### src/rtl/hazard_ctrl_pkg.sv
// Shared types, constants and match helpers for the MIPS pipeline hazard controller.
package hazard_ctrl_pkg;

  localparam logic        RESETABLE  = 1'b0;
  localparam int unsigned DATALENGTH = 32;
  localparam logic [DATALENGTH-1:0] ZEROWORD = '0;

  localparam int unsigned REG_W = 5;
  localparam int unsigned FWD_W = 2;

  typedef enum logic [FWD_W-1:0] {
    FWD_RD  = 2'b00,
    FWD_WB  = 2'b01,
    FWD_MEM = 2'b10
  } fwd_sel_e;

  typedef enum logic [1:0] {
    DIV_IDLE = 2'b00,
    DIV_BUSY = 2'b01,
    DIV_DONE = 2'b10
  } div_state_e;

  typedef struct packed {
    logic stall_f;
    logic stall_d;
    logic stall_e;
    logic flush_e;
  } stall_ctrl_t;

  // A writing stage hits a source register; r0 is hard-wired and never matches.
  function automatic logic reg_hit(input logic             we,
                                   input logic [REG_W-1:0] wr,
                                   input logic [REG_W-1:0] src);
    return we && (wr != '0) && (wr == src);
  endfunction

  // EX operand select: the younger MEM result wins over WB.
  function automatic fwd_sel_e ex_fwd(input logic             we_m,
                                      input logic [REG_W-1:0] wr_m,
                                      input logic             we_w,
                                      input logic [REG_W-1:0] wr_w,
                                      input logic [REG_W-1:0] src);
    fwd_sel_e sel;
    sel = FWD_RD;
    if (reg_hit(we_m, wr_m, src)) begin
      sel = FWD_MEM;
    end else if (reg_hit(we_w, wr_w, src)) begin
      sel = FWD_WB;
    end
    return sel;
  endfunction

endpackage

### src/rtl/hazard_ctrl_div_sequencer.sv
// Multi-cycle divider sequencer: holds EX for DIV_CYCLES cycles and pulses done once.
module hazard_ctrl_div_sequencer
  import hazard_ctrl_pkg::*;
#(
  parameter int unsigned DIV_CYCLES = 32,
  parameter int unsigned CNT_W      = 6
) (
  input  logic clock,
  input  logic reset,
  input  logic i_div_e,
  output logic o_div_stall,
  output logic o_div_busy,
  output logic o_div_done
);

  localparam logic [CNT_W-1:0] CNT_LOAD = CNT_W'(DIV_CYCLES - 2);
  localparam logic [CNT_W-1:0] CNT_ONE  = CNT_W'(1);

  div_state_e       r_state;
  div_state_e       w_state_nxt;
  logic [CNT_W-1:0] r_cnt;
  logic [CNT_W-1:0] w_cnt_nxt;

  always_ff @(posedge clock) begin
    if (reset == RESETABLE) begin
      r_state <= DIV_IDLE;
      r_cnt   <= '0;
    end else begin
      r_state <= w_state_nxt;
      r_cnt   <= w_cnt_nxt;
    end
  end

  // BUSY leaves once the decremented count reaches zero, giving DIV_CYCLES-2 BUSY cycles.
  always_comb begin
    w_state_nxt = r_state;
    w_cnt_nxt   = r_cnt;
    case (r_state)
      DIV_IDLE: begin
        if (i_div_e) begin
          w_cnt_nxt   = CNT_LOAD;
          w_state_nxt = (CNT_LOAD == '0) ? DIV_DONE : DIV_BUSY;
        end
      end
      DIV_BUSY: begin
        w_cnt_nxt = (r_cnt == '0) ? '0 : (r_cnt - CNT_ONE);
        if (r_cnt <= CNT_ONE) begin
          w_state_nxt = DIV_DONE;
        end
      end
      DIV_DONE: begin
        w_cnt_nxt   = '0;
        w_state_nxt = DIV_IDLE;
      end
      default: begin
        w_cnt_nxt   = '0;
        w_state_nxt = DIV_IDLE;
      end
    endcase
  end

  always_comb begin
    o_div_stall = 1'b0;
    o_div_busy  = 1'b0;
    o_div_done  = 1'b0;
    case (r_state)
      DIV_IDLE: begin
        o_div_stall = i_div_e;
        o_div_busy  = i_div_e;
      end
      DIV_BUSY: begin
        o_div_stall = 1'b1;
        o_div_busy  = 1'b1;
      end
      DIV_DONE: begin
        o_div_busy  = 1'b1;
        o_div_done  = 1'b1;
      end
      default: begin
        o_div_stall = 1'b0;
      end
    endcase
  end

endmodule

### src/rtl/hazard_ctrl.sv
// Hazard controller for the 5-stage MIPS pipeline: forwarding selects, stalls/flush, divider hold.
module hazard_ctrl
  import hazard_ctrl_pkg::*;
#(
  parameter int unsigned DIV_CYCLES = 32,
  parameter int unsigned CNT_W      = 6
) (
  input  logic             clock,
  input  logic             reset,
  input  logic [REG_W-1:0] RsD,
  input  logic [REG_W-1:0] RtD,
  input  logic [REG_W-1:0] RsE,
  input  logic [REG_W-1:0] RtE,
  input  logic [REG_W-1:0] WriteRegE,
  input  logic [REG_W-1:0] WriteRegM,
  input  logic [REG_W-1:0] WriteRegW,
  input  logic             RegWriteE,
  input  logic             RegWriteM,
  input  logic             RegWriteW,
  input  logic             MemtoRegE,
  input  logic             MemtoRegM,
  input  logic             BranchD,
  input  logic             JumpRegD,
  input  logic             DivE,
  output logic [FWD_W-1:0] ForwardAE,
  output logic [FWD_W-1:0] ForwardBE,
  output logic             ForwardAD,
  output logic             ForwardBD,
  output logic             StallF,
  output logic             StallD,
  output logic             StallE,
  output logic             FlushE,
  output logic             DivBusy,
  output logic             DivDone
);

  logic        w_in_reset;
  fwd_sel_e    w_fwd_ae;
  fwd_sel_e    w_fwd_be;
  logic        w_fwd_ad;
  logic        w_fwd_bd;
  logic        w_lwstall;
  logic        w_br_use;
  logic        w_br_hit_e;
  logic        w_br_hit_m;
  logic        w_brstall;
  logic        w_divstall;
  logic        w_div_busy;
  logic        w_div_done;
  stall_ctrl_t w_stall;

  assign w_in_reset = (reset == RESETABLE);

  hazard_ctrl_div_sequencer #(
    .DIV_CYCLES (DIV_CYCLES),
    .CNT_W      (CNT_W)
  ) u_div_sequencer (
    .clock       (clock),
    .reset       (reset),
    .i_div_e     (DivE),
    .o_div_stall (w_divstall),
    .o_div_busy  (w_div_busy),
    .o_div_done  (w_div_done)
  );

  assign w_fwd_ae = ex_fwd(RegWriteM, WriteRegM, RegWriteW, WriteRegW, RsE);
  assign w_fwd_be = ex_fwd(RegWriteM, WriteRegM, RegWriteW, WriteRegW, RtE);
  assign w_fwd_ad = reg_hit(RegWriteM, WriteRegM, RsD);
  assign w_fwd_bd = reg_hit(RegWriteM, WriteRegM, RtD);

  assign w_lwstall = MemtoRegE &&
                     (reg_hit(RegWriteE, WriteRegE, RsD) || reg_hit(RegWriteE, WriteRegE, RtD));

  // JR/JALR only reads rs; a branch compares both rs and rt in ID.
  assign w_br_use   = BranchD || JumpRegD;
  assign w_br_hit_e = reg_hit(RegWriteE, WriteRegE, RsD) ||
                      (BranchD && reg_hit(RegWriteE, WriteRegE, RtD));
  assign w_br_hit_m = reg_hit(MemtoRegM, WriteRegM, RsD) ||
                      (BranchD && reg_hit(MemtoRegM, WriteRegM, RtD));
  assign w_brstall  = w_br_use && (w_br_hit_e || w_br_hit_m);

  // A divide in EX must never be flushed; its stall dominates the bubble.
  always_comb begin
    w_stall         = '0;
    w_stall.stall_f = w_lwstall | w_brstall | w_divstall;
    w_stall.stall_d = w_lwstall | w_brstall | w_divstall;
    w_stall.stall_e = w_divstall;
    w_stall.flush_e = (w_lwstall | w_brstall) & ~w_divstall;
  end

  assign ForwardAE = w_in_reset ? FWD_RD : w_fwd_ae;
  assign ForwardBE = w_in_reset ? FWD_RD : w_fwd_be;
  assign ForwardAD = ~w_in_reset & w_fwd_ad;
  assign ForwardBD = ~w_in_reset & w_fwd_bd;
  assign StallF    = ~w_in_reset & w_stall.stall_f;
  assign StallD    = ~w_in_reset & w_stall.stall_d;
  assign StallE    = ~w_in_reset & w_stall.stall_e;
  assign FlushE    = ~w_in_reset & w_stall.flush_e;
  assign DivBusy   = ~w_in_reset & w_div_busy;
  assign DivDone   = ~w_in_reset & w_div_done;

endmodule

### config.mk
export PLATFORM = sky130hd
export DESIGN_NAME = hazard_ctrl
export DESIGN_NICKNAME = d
export VERILOG_FILES = /design/src/rtl/hazard_ctrl_pkg.sv /design/src/rtl/hazard_ctrl_div_sequencer.sv /design/src/rtl/hazard_ctrl.sv
export SDC_FILE = /design/constraint.sdc
export NUM_CORES = 1
export LEC_CHECK = 0
export CAP_MARGIN = 10
export CORE_MARGIN = 4
export CORE_UTILIZATION = 41
export CTS_BUF_LIST = sky130_fd_sc_hd__clkbuf_8 sky130_fd_sc_hd__clkbuf_16
export DETAILED_ROUTE_END_ITERATION = 10
export GPL_TIMING_DRIVEN = 1
export PLACE_DENSITY_LB_ADDON = 0.05
export SYNTH_ARGS = -nofsm -noshare
export SYNTH_HDL_FRONTEND = slang
export SYNTH_SLANG_ARGS = --single-unit
### constraint.sdc
create_clock -name clock -period 2.2 [get_ports clock]
set_input_delay 0.33 -clock clock [delete_from_list [all_inputs] [get_ports clock]]
set_output_delay 0.33 -clock clock [all_outputs]
set_load 0.01 [all_outputs]
==> results of run 1 <==
-- metal layers --
layer | up-vias | part of all wire (%)
met5 | - | 0
met4 | 0 | 0.68
met3 | 4 | 9.3
met2 | 60 | 51
met1 | 590 | 39
li1 | 673 | -
-- report_power, final --
group / internal, mW / switching [mW] / leakage (nW)
logic: 0.274 / 0.254 / 0.789
clock network: 0.118 / 0.0552 / 0.0216
registers: 0.177 / 0.0341 / 0.0660
total: 0.570 / 0.344 / 0.876
-- cell families after synthesis --
group                      Yosys count  share of synthesized area (%)
buffers and inverters               16                           6.60
AOI/OAI and AO/OA                   29                           17.0
DFF                                  8                           13.9
and+or+nand+nor                     46                           23.7
adders and majority gates            7                           7.58
muxes                                1                          0.974
xor gates and xnor gates            40                           30.3
-- per-stage QoR --
step	util (%)	instances
6_report	76.4	250
2_1_floorplan	-	147
5_1_grt	76.4	250
4_1_cts	75.0	250
3_3_place_gp	72.6	247
3_5_place_dp	72.6	247
-- cell usage after synthesis (2+ instances only) --
master    instances  share of area [%]
nor4_1            5                2.7
nand4_1           3                1.6
nor2_1           10                3.2
a31oi_1           2                1.1
o211ai_1          3                1.9
nor3_1            5                2.2
ha_1              7                7.6
nand3_1           3                1.3
xnor2_1          23                 17
clkbuf_1          4                1.3
and2_1            3                1.6
nor2b_1           4                2.2
a21oi_1           8                3.5
or4_1             5                3.2
buf_2             3                1.3
o21ai_0           5                2.2
dfxtp_1           8                 14
inv_1             6                1.9
o21ai_2           2                1.5
o31ai_1           2                1.3
o221a_2           3                2.9
xor2_1           17                 13
-- final cells by class --
| class | instances | area, µm² | area share (%) |
|---|---|---|---|
| Clock buffer | 3 | 41.3 | 2.09 |
| Multi-Input combinational cell | 123 | 981 | 49.6 |
| Timing Repair Buffer | 80 | 736 | 37.2 |
| Tap cell | 30 | 37.5 | 1.90 |
| Sequential cell | 8 | 160 | 8.10 |
| Inverter | 6 | 22.5 | 1.14 |
-- sequential cells by signal (all words and copies together), names as in the netlist --
signal and count:
u_div_sequencer.r_state 2, u_div_sequencer.r_cnt 6
-- worst paths after layout --
| path | end | cells past startpoint | slack, ns |
|---|---|---|---|
| setup reg to reg | u_div_sequencer.r_cnt[2] | 4 | 0.54 |
| hold reg to reg | u_div_sequencer.r_state[1] | 2 | 0.53 |
| setup / recovery | ForwardBE[0] | 5 | 0.04 |
| hold / removal | u_div_sequencer.r_state[1] | 2 | 0.53 |
-- worst max-delay path, delay by kind of cell --
kind,cells,cell delay (ns)
AOI/OAI and AO/OA,1,0.12
and+or+nand+nor,2,0.67
buffers and inverters,2,0.70
-- cells in the final DEF (no fill, tap or decap), types with 3 or more instances in the layout --
cell type and n:
a21oi_1 7, xnor2_1 23, dlygate4sd2_1 14, o211ai_1 3, xor2_1 17, buf_2 6, nand3_1 3, nor2_1 9
o221a_2 3, nand4_1 3, inv_1 6, buf_4 19, dlymetal6s2s_1 9, nor4_2 3, dfxtp_1 8, buf_6 5
nor3_1 5, clkbuf_8 3, clkdlybuf4s50_1 24, ha_1 7, o21ai_0 4, and2_1 3, nor2b_1 3, or4_1 5
-- timing repair --
action,4_1_cts,5_1_grt
setup buffers,1,0
gates resized for setup,59,13
endpoints found under the setup margin,10,7
pin swaps,14,6
==> impl_metrics.tcl, run 1 <==
set metrics [dict create \
    area_delta_synth_final_pct 71.1 \
    fmax_ghz 0.464 \
    syn-cell-area_mm2 0.00116 \
    n_antenna_cell 0 \
    viasPerCell 5.31 \
    synth.distinct_cells 38 \
    hold_class "register to register" \
    synth_edf_count 0 \
    drtPass1Iterations 4 \
    die_area_mm2 0.00373 \
    crit_arrival_ns 1.83 \
    worst_pin_slew_ns 0.299 \
    clkTransAtPathRegs_ns 0.04 \
    ir_drop_v 0.000561 \
    cts_hold_buf 0 \
    crit_start "WriteRegW[0]" \
    finalHoldViolCount 0 \
    grt_pass1_vias 1410 \
    synth_area_per_cell_um2 7.86 \
    cp_slowest_stage_delay_ns 0.53 \
    dp_slack_ns -0.558 \
    io_pins 57 \
    clkSinkCount 8 \
    leakage_nw 0.876 \
    antenna_left 0 \
    grt_first_pass_wirelength_um 5760 \
    maxSlewViolCount 0 \
    crit_slowest_cell "clkdlybuf4s50_1" \
    overflow 0 \
    drt_drc_violations_left 0 \
    hold_path_startpoint "u_div_sequencer.r_state[1]" \
    die-height_um 61.1 \
    maxSlewHeadroom_pct 79.8 \
    yosys_register_bits 8 \
    cts-htree-levels 1 \
    synthFlopType "dfxtp_1" \
    crit_path_start_kind "input pin" \
    crit_path_max_fanout 3 \
    worst_slack_ns 0.0450 \
    ys_seq_area_share_pct 13.9 \
    grtUsageMet1_pct 22.2 \
    clock_latency_ns 0.22 \
    rows 18 \
    fillers 199 \
    period_share_pct 98.0 \
    finalSetupViolations 0 \
    initial_core_util_pct 44.6 \
    numCtsBuffers 3 \
    drt_iter0_drc 57 \
    place_hpwl_um 3000 \
    cp-end-kind "output pin" \
    final.min_clock_period_ns 2.16 \
    ys_warn_count 0 \
    core_mm2 0.00259 \
    rr_startpoint "u_div_sequencer.r_cnt[2]" \
    routabilityCongestion 0.880 \
    cts_tree "built" \
    fin_skew_ns 0.00140 \
    grt_util_met3_pct 6.08 \
    ys_async_sr_fraction_pct 0 \
    wl_per_cell_um 14.8 \
    path_class "input pin to output pin" \
    p_per_area_mw_per_mm2 462 \
    fin_tns_setup_ns 0 \
    grtUsageTotal_pct 20.4 \
    synth.net_count 199 \
    power.total_mw 0.913 \
    stdcell_area_mm2 0.00198 \
    placedInstanceArea_mm2 0.00188 \
    portBuffers 56 \
    use_met2_pct 38.5 \
    drive_gt1_share_pct 23.2 \
    cap_violations 0 \
    antenna_found_initial 0 \
    die_w_um 61.1 \
    grt.busiest_layer "met2" \
    num_vias 1327 \
    final_nets 274 \
    cp_cell_sequence "clkdlybuf4s50_1 -> o211ai_1 -> or4_1 -> nor4_2 -> buf_2" \
    syn_inst 147 \
    grt_max_degree 18 \
    root_buffer "clkbuf_8" \
    cts.path.max_buffers 2 \
    wl_um 3700 \
    required_ns 1.87 \
    fin_worst_hold_slack_ns 0.526 \
    outcome "completed" \
]
Note: power is estimated with default switching activity, not from simulation.
==> inputs of run 2 (changes only) <==
CORE_MARGIN = 1.5   (was 4)
CTS_CLUSTER_DIAMETER = 60   (was default)
SYNTH_HIERARCHICAL = 1   (was default)
==> run 2 against run 1 <==
Sequential share of layout area shrank 0.44 points; critical endpoint is now ForwardAD; flip-flop and latch count stayed put; largest cell class unchanged; area after synthesis up 3.0%; register-to-register slack about the same; via count up 8.1%; wire length is 12% higher; first-iteration DRC count fell by 19%; worst setup slack worse by 0.0092 ns; total power increased by 32%.
==> impl_metrics.tcl, run 2 <==
set metrics [dict create \
    portBuffers 56 \
    dr_wl_met2_um 2120 \
    root_buffer "clkbuf_8" \
    routabilityCongestion 0.843 \
    finalHoldViolCount 0 \
    num_vias 1434 \
    clkTransAtPathRegs_ns 0.04 \
    worst_pin_slew_ns 0.403 \
    leakage_nw 0.969 \
    wl_um 4150 \
    die_area_mm2 0.00324 \
    crit_path_start_kind "input pin" \
    place_hpwl_um 3040 \
    power.total_mw 1.20 \
    placedInstanceArea_mm2 0.00194 \
    io_pins 57 \
    clkSinkCount 8 \
    numCtsBuffers 3 \
    maxSlewHeadroom_pct 72.9 \
    p_switching_mw 0.500 \
    crit_path_max_fanout 2 \
    cap_violations 0 \
    clock_latency_ns 0.23 \
    cts_tree "built" \
    ys_warn_count 6 \
    antenna_found_initial 0 \
    outcome "completed" \
    stdcell_area_mm2 0.00212 \
    fin_skew_ns 0.00242 \
    grtUsageTotal_pct 25.7 \
    synth_most_common_cell "xnor2_1" \
    synth_top_family_by_area "XOR/XNOR gates" \
    rows 19 \
    synthTopCellsByArea "xnor2_1 15%, xor2_1 14%, dfxtp_1 13%" \
    path_class "input pin to output pin" \
    fin_worst_hold_slack_ns 0.498 \
    largest_reg_flops 6 \
    crit_arrival_ns 1.83 \
    ys_async_sr_fraction_pct 0 \
    syn-cell-area_mm2 0.00119 \
    antenna_left 0 \
    seqPwrFrac_pct 20.4 \
    synthAdderAreaFrac_pct 8.40 \
    synth_commonest_cells "21 x xnor2_1, 19 x xor2_1, 9 x a21oi_1" \
    final_common_cell "buf_4" \
    wl_per_cell_um 16.1 \
    die_w_um 56.9 \
    swShare_pct 41.5 \
    muxShareOfSynthArea_pct 0 \
    synth_area_per_cell_um2 7.99 \
    maxUsedRoutingLayer "met4" \
    instances_no_fill 258 \
    synth_edf_count 0 \
    initial_core_util_pct 43.2 \
    period_share_pct 98.4 \
    drt_iter0_drc 46 \
    yosys_register_bits 8 \
    viasPerCell 5.56 \
    ir_drop_v 0.000718 \
    grt_max_degree 12 \
    synth.net_count 202 \
    die-height_um 56.9 \
    clock_power_share_pct 14.3 \
    synth.distinct_cells 42 \
    syn_inst 149 \
    n_antenna_cell 0 \
    final_cell_mix "24 x buf_4, 22 x clkdlybuf4s50_1, 18 x xor2_1, 16 x xnor2_1, 14 x dlygate4sd2_1" \
    synth-simple-area-share_pct 27.6 \
    wl_met3_um 282 \
    cp-end-kind "output pin" \
    synth_xor_area_share_pct 29.4 \
    overflow 0 \
    final_nets 282 \
    placed_cells 255 \
    drt_drc_violations_left 0 \
    area_delta_synth_final_pct 78.4 \
    core_mm2 0.00276 \
    cts.path.max_buffers 2 \
    grt_pass1_vias 1448 \
    p_int_mw 0.705 \
    synth_top_cell_area_share_pct 15.4 \
    ys_seq_area_share_pct 13.4 \
    wl_met1_um 1700 \
    maxSlewViolCount 0 \
    p_comb_share_pct 65.3 \
    drtPass1Iterations 4 \
    rr_worst_depth 6 \
    yosysTopAreaCell "xnor2_1" \
    min_path_cells 2 \
    hold_class "register to register" \
    finalSetupViolations 0 \
    fmax_ghz 0.462 \
    final.min_clock_period_ns 2.16 \
    p_per_area_mw_per_mm2 567 \
    required_ns 1.87 \
    reg_top3 "u_div_sequencer/r_cnt x6, u_div_sequencer/r_state x2" \
    synthFlopType "dfxtp_1" \
    cts-htree-levels 1 \
    drive_gt1_share_pct 29.5 \
    top_register "u_div_sequencer/r_cnt" \
    post-route-util_pct 77.0 \
    grt_first_pass_wirelength_um 6640 \
    synth-compound-area-share_pct 16.1 \
]
## run 2: cell types whose count changed after synthesis, sizes merged, moves of 3 or more
cell / delta
nor3: -3
nand2: +5
nand2b: +3
or3: +3
clkbuf: -3
o221a: -3
nor2: -7
nand3: +3
## run 2: cell type report
cell class,instances,area [µm²]
flip-flops and latches,8,163
inverters,5,18.8
fillers,195,633
multi-input cells,129,1120
clock buffers,3,41.3
repair buffers,82,739
well taps,31,38.8
## run 2: worst paths after layout
| check | start | end | slack [ns] |
|---|---|---|---|
| worst max register to register | u_div_sequencer/r_state[1] | u_div_sequencer/r_cnt[4] | 0.53 |
| worst min-delay path | u_div_sequencer/r_state[0] | u_div_sequencer/r_state[0] | 0.50 |
| worst max-delay path | RsD[0] | ForwardAD | 0.04 |
| worst min register to register | u_div_sequencer/r_state[0] | u_div_sequencer/r_state[0] | 0.50 |
## run 2: stage by stage
step	setup slack (ns)	setup TNS (ns)
finish	0.0358	0
CTS	0.000981	0
global route	-0.00558	-0.00558
floorplan	0.272	0
global placement	-0.497	-3.93
detailed placement	-0.523	-4.23
## run 2: kinds of logic after synthesis
family          count (synthesis)
compound gates                 29
xor+xnor                       40
fa+ha+maj                       8
buf+inv                        12
flops                           8
simple gates                   52
## run 2: power groups by stage
stage	combinational, mW	sequential [mW]	clock [mW]
after floorplan	0.452	0.229	0
after global placement	0.727	0.238	0
after detailed placement	0.750	0.240	0
after CTS	0.760	0.241	0.178
after global routing	0.855	0.251	0.186
final	0.786	0.246	0.172
## run 2: per-layer routing
metal | global-route usage [%] | up-vias
met5 | 0 | -
met4 | 8.31 | 0
met3 | 3.92 | 6
met2 | 46.1 | 54
met1 | 31.1 | 690
li1 | - | 684
## run 2: what timing repair did
action | CTS | global route
gates cloned | 0 | 0
setup endpoints to repair | 10 | 8
gates resized for setup | 57 | 28
pin swaps | 15 | 16
hold buffers | 0 | 0
endpoints found under the hold margin | 0 | 0
setup buffers | 0 | 1
## run 2: critical path, stage by stage
cell	delay [ns]
clkdlybuf4s50_1	0.47
xor2_1	0.20
nor4_2	0.33
and3_1	0.23
dlygate4sd2_1	0.27
